<file path="config.mk">
export PLATFORM = sky130hd
export DESIGN_NAME = video_ctrl
export DESIGN_NICKNAME = d
export VERILOG_FILES = /design/src/rtl/video_ctrl.sv
export SDC_FILE = /design/constraint.sdc
export NUM_CORES = 1
export LEC_CHECK = 0
export BUFFER_PORTS_ARGS = -buffer_cell sky130_fd_sc_hd__buf_2
export CELL_PAD_IN_SITES_DETAIL_PLACEMENT = 1
export CELL_PAD_IN_SITES_GLOBAL_PLACEMENT = 2
export CORE_ASPECT_RATIO = 0.7
export CORE_MARGIN = 2
export CORE_UTILIZATION = 34
export CTS_CLUSTER_SIZE = 24
export DETAILED_ROUTE_END_ITERATION = 8
export GPL_TIMING_DRIVEN = 1
export PLACE_DENSITY_LB_ADDON = 0.3
export SLEW_MARGIN = 20
export SYNTH_ARGS = -nofsm -noshare
export SYNTH_HDL_FRONTEND = slang
export SYNTH_SLANG_ARGS = --single-unit
</file>
<file path="constraint.sdc">
create_clock -name CLOCK -period 2.9 [get_ports CLOCK]
set_input_delay 0 -clock CLOCK [delete_from_list [all_inputs] [get_ports CLOCK]]
set_output_delay 0 -clock CLOCK [all_outputs]
set_load 0.05 [all_outputs]
</file>
<file path="src/rtl/video_ctrl.sv">
// Z80 I/O control block for the VGA adapter: border colour register, frame counter and
// per-frame interrupt request with acknowledge and timeout.
module video_ctrl #(
  parameter logic [7:0]  BORDER_PORT = 8'hFE,
  parameter logic [7:0]  CTRL_PORT   = 8'hFD,
  parameter logic [7:0]  FRAME_PORT  = 8'hFC,
  parameter int unsigned INT_LEN     = 800
) (
  input  logic        CLOCK,
  input  logic        RESET,
  input  logic [7:0]  port_a,
  input  logic [7:0]  port_i,
  output logic [7:0]  port_o,
  input  logic        iowr,
  output logic        irq,
  input  logic        irq_ack,
  input  logic        vsync,
  output logic [11:0] border
);

  localparam logic [15:0] LenInit = 16'(INT_LEN - 1);

  logic        iowr_q;
  logic        vs_q;
  logic [2:0]  bidx_q, bidx_d;
  logic [11:0] border_q, border_d;
  logic        ie_q, ie_d;
  logic        ovr_q, ovr_d;
  logic        irq_q, irq_d;
  logic [7:0]  frame_q, frame_d;
  logic [15:0] len_q, len_d;
  logic [7:0]  port_o_q, port_o_d;

  logic wr, rise, wr_border, wr_ctrl;

  // Data bits 5:3 have no meaning in any register.
  logic unused_port_i;
  assign unused_port_i = ^port_i[5:3];

  assign wr        = iowr & ~iowr_q;
  assign rise      = vsync & ~vs_q;
  assign wr_border = wr && (port_a == BORDER_PORT);
  assign wr_ctrl   = wr && (port_a == CTRL_PORT);

  always_comb begin
    bidx_d = wr_border ? port_i[2:0] : bidx_q;
    ie_d   = wr_ctrl ? port_i[0] : ie_q;
  end

  always_comb begin
    unique case (bidx_q)
      3'd0:    border_d = 12'h111;
      3'd1:    border_d = 12'h008;
      3'd2:    border_d = 12'h080;
      3'd3:    border_d = 12'h088;
      3'd4:    border_d = 12'h800;
      3'd5:    border_d = 12'h808;
      3'd6:    border_d = 12'h880;
      default: border_d = 12'hccc;
    endcase
  end

  always_comb begin
    frame_d = frame_q;
    if (wr_ctrl && port_i[7]) begin
      frame_d = 8'h00;
    end else if (rise) begin
      frame_d = frame_q + 8'd1;
    end
  end

  // Later assignments take priority: timeout/ack, then a new frame edge, then CTRL writes.
  always_comb begin
    irq_d = irq_q;
    len_d = len_q;
    ovr_d = ovr_q;
    if (irq_q) begin
      if (irq_ack || (len_q == 16'd0)) begin
        irq_d = 1'b0;
      end else begin
        len_d = len_q - 16'd1;
      end
    end
    if (rise && ie_q) begin
      if (irq_q) begin
        ovr_d = 1'b1;
      end
      irq_d = 1'b1;
      len_d = LenInit;
    end
    if (wr_ctrl) begin
      if (port_i[6]) begin
        ovr_d = 1'b0;
      end
      if (!port_i[0]) begin
        irq_d = 1'b0;
        len_d = 16'd0;
      end
    end
  end

  always_comb begin
    if (port_a == BORDER_PORT) begin
      port_o_d = {5'b0, bidx_q};
    end else if (port_a == CTRL_PORT) begin
      port_o_d = {irq_q, ovr_q, 5'b0, ie_q};
    end else if (port_a == FRAME_PORT) begin
      port_o_d = frame_q;
    end else begin
      port_o_d = 8'hFF;
    end
  end

  // iowr_q/vs_q reset high so levels already asserted at release are not edges.
  always_ff @(posedge CLOCK or posedge RESET) begin
    if (RESET) begin
      iowr_q   <= 1'b1;
      vs_q     <= 1'b1;
      bidx_q   <= 3'd0;
      border_q <= 12'h111;
      ie_q     <= 1'b0;
      ovr_q    <= 1'b0;
      irq_q    <= 1'b0;
      frame_q  <= 8'h00;
      len_q    <= 16'd0;
      port_o_q <= 8'hFF;
    end else begin
      iowr_q   <= iowr;
      vs_q     <= vsync;
      bidx_q   <= bidx_d;
      border_q <= border_d;
      ie_q     <= ie_d;
      ovr_q    <= ovr_d;
      irq_q    <= irq_d;
      frame_q  <= frame_d;
      len_q    <= len_d;
      port_o_q <= port_o_d;
    end
  end

  assign port_o = port_o_q;
  assign irq    = irq_q;
  assign border = border_q;

endmodule

</file>
==> metrics.md <==
| Metric | Value |
|---|---|
| Pwr/cell area | `726.0 nW/um^2` |
| # port buffers | `35` |
| First-pass GRT wire length | `9.177 mm` |
| Final antenna-violating net count | `0` |
| Io pins | `42` |
| Clock tree sinks | `45` |
| Nets | `282` |
| Global Route Usage Sum | `16.39%` |
| Fin. Hold Viols | `0` |
| Area contributors post-synth | `dfrtp_1 (38%), dfstp_2 (13%), or4_1 (3.7%)` |
| Core area | `6306 sq um` |
| Yosys top cell area share | `37.84%` |
| Initial antenna violation count | `0` |
| Ratio of final minimum period to clock period | `75.23%` |
| Post_cts resized | `0` |
| Routed WL | `5.497 mm` |
| Leakage power | `1.118 nW` |
| Die H | `72.04 um` |
| Crit path arrival time | `2.41 ns` |
| TritonCTS clock tree | `done` |
| Htree depth | `2` |
| Tmin final | `2.182 ns` |
| Setup CP Type | `reg2reg` |
| Synth cell types | `46` |
| TritonRoute pass-1 iters | `4` |
| Fmax | `458.3 MHz` |
| DR iter-0 viols | `69` |
| RSZ-0062 raised after global routing | `false` |
| Largest net degree at the start of global routing | `46` |
| Mean area per synthesized cell | `10.13 sq um` |
| Critical path data required time | `3.13 ns` |
| Clk Tree Root Cell | `clkbuf_8` |
| Top_reg_cell synth | `dfrtp_1` |
| TritonCTS Buffers | `5` |
| Clock skew | `0.006883 ns` |
| Post-DP HPWL | `3.893 mm` |
| Die span in x | `101.2 um` |
| Starting Density | `35.65%` |
| Slew Limit Headroom | `44.91%` |
| Clock Tree Buf Depth | `2` |
| Outcome | `finished, final reports clean` |
| Site Rows | `24` |
| Max_cap viols | `0` |
| Setup tns final | `0 ns` |
| Register area share after synthesis | `50.70%` |
| Post-synthesis async set-or-reset flop share | `100.0%` |
| DRC | `0` |
| Power Total | `0.001907 W` |
| Worst Hold Class | `in2reg` |
| Crit end category | `register` |
| Worst setup SP type | `register` |
| Reg clk slew, reported paths | `0.09 ns` |
| Setup-failing EPs final | `0` |
| Antenna Diode Count | `0` |
| Mapped cell area | `2248 sq um` |
| Tightest Pin Transition | `0.8243 ns` |
| Layout cells sized above 1 | `28.08%` |
| Vias | `1810` |
| Drt wl/cell | `16.26 um` |
| Area grow syn2layout | `16.81%` |
| Synth area leader | `dfrtp_1` |
| Die area | `7290 sq um` |
| Postcts setup bufs | `0` |
| GRT overflow | `0` |
| Maximum VDD drop | `0.0004027 V` |
| Synth Warn # | `0` |
| Vias in the first global route | `1760` |
| EDFF count, synth | `0` |
| Global placer's final weighted congestion | `0.7109` |
| Clk_lat worst skew | `0.30 ns` |
| Syn Inst Count | `222` |
| Seq cells post-synth | `45` |
| DR vias/cell | `5.355` |
| Placed cell areas | `2466 sq um` |
| Design Area, Final | `2626 sq um` |
| Crit-path max FO | `6` |
| Fin. max-slew vios | `0` |
## path summary, 6_finish.rpt
kind,startpoint,endpoint,slack [ns],cells past startpoint
min in group asynchronous,RESET,border[11],0.39,4
worst min register to register,bidx_q[2],border[11],0.46,0
worst min-delay path,port_a[0],port_o[7],0.04,3
max in group asynchronous,RESET,frame_q[5],2.12,4
worst max register to register,len_q[10],len_q[15],0.72,4
worst max-delay path,len_q[10],len_q[15],0.72,4
## sequential cells by signal, indices dropped and copies added, names as in the netlist
| signal | cells |
|---|---|
| ovr_q | 1 |
| port_o | 8 |
| vs_q | 1 |
| irq | 1 |
| border | 5 |
| ie_q | 1 |
| len_q | 16 |
| frame_q | 8 |
| iowr_q | 1 |
| bidx_q | 3 |
## critical path: stages, from the launching register on
cell and delay, ns:
dfrtp_1 0.42, or4_4 0.56, or4_4 0.47, or4_1 0.52, a21oi_1 0.15
## power by group
part / switching (W) / internal [W] / leakage [nW]
combinational: 0.000369 / 0.000251 / 0.506
sequential: 0.000145 / 0.000736 / 0.567
clock: 0.000234 / 0.000171 / 0.0445
total: 0.000747 / 0.00116 / 1.12
## layer usage
layer  track usage [%]  wire length, um  vias to the layer above
met1             26.74             3125                      891
met3             3.757              222                        2
met5                 0                0                        -
li1                  -                -                      877
met2             21.19             2114                       40
met4             4.505               34                        0
## cell usage in the layout (no fill, tap or decap), types with 6 or more instances in the layout
master,count
nand2b_1,6
o21ai_0,7
nor4_1,6
or4_1,11
or3_1,7
nand2_1,16
buf_2,35
dlygate4sd3_1,7
dfrtp_1,34
nor2_1,14
o31ai_1,9
nor3_1,6
dfstp_2,11
a21oi_1,12
## synthesized netlist by cell type (2+ instances only)
library cell and n:
clkbuf_1 10, or4_1 11, or4_4 2, or3b_2 2
o21ai_0 7, o31ai_1 9, xnor2_1 2, or3_1 7
nor3_1 6, nor4_1 6, nor2b_1 4, a21oi_1 12
inv_1 5, nand3b_1 2, or2_2 2, nor2_1 14
nand2_1 16, buf_4 7, o22ai_1 3, a31oi_1 5
nor3b_1 2, ha_1 2, xor2_1 4, and3_1 2
dfstp_2 11, dfrtp_1 34, buf_2 2, nand2b_1 6
nor4_2 2, mux2_2 4, a21o_1 3, nand4_1 4
## kinds of logic (layout without fill, tap and decap cells)
family / after synthesis / count (layout) / synth area share (%)
simple gates: 95 / 95 / 25.71
xor+xnor: 6 / 6 / 2.337
buf+inv: 24 / 60 / 5.287
compound gates: 44 / 44 / 12.24
mux: 5 / 5 / 2.448
other cells: 1 / 3 / 0.1668
flops: 45 / 45 / 50.70
fa+ha+maj: 2 / 2 / 1.113
## final cells by class
class / instances / area, sq um
clock buffers: 5 / 68.82
clock inverters: 3 / 21.27
fillers: 726 / 3680
inverters: 5 / 18.77
multi-input cells: 155 / 997.2
flip-flops and latches: 45 / 1140
well taps: 78 / 97.59
repair buffers: 47 / 282.8
## what timing repair did
| action | in CTS | in global routing |
|---|---|---|
| hold buffers | 7 | 0 |
| endpoints found under the setup margin | 0 | 0 |
| hold endpoints to repair | 40 | 0 |
## through the flow
step	setup slack (ns)	std cells	hold WS [ns]	util, %
2_1_floorplan	0.7686	224	0.004478	-
5_1_grt	0.6403	338	0.04421	41.65
3_3_place_gp	0.7660	323	0.1176	39.11
3_5_place_dp	0.7206	323	0.1246	39.11
4_1_cts	0.7120	338	0.03066	41.65
6_report	0.7182	338	0.03618	41.65
No activity file was read; power rests on OpenSTA's default activity.
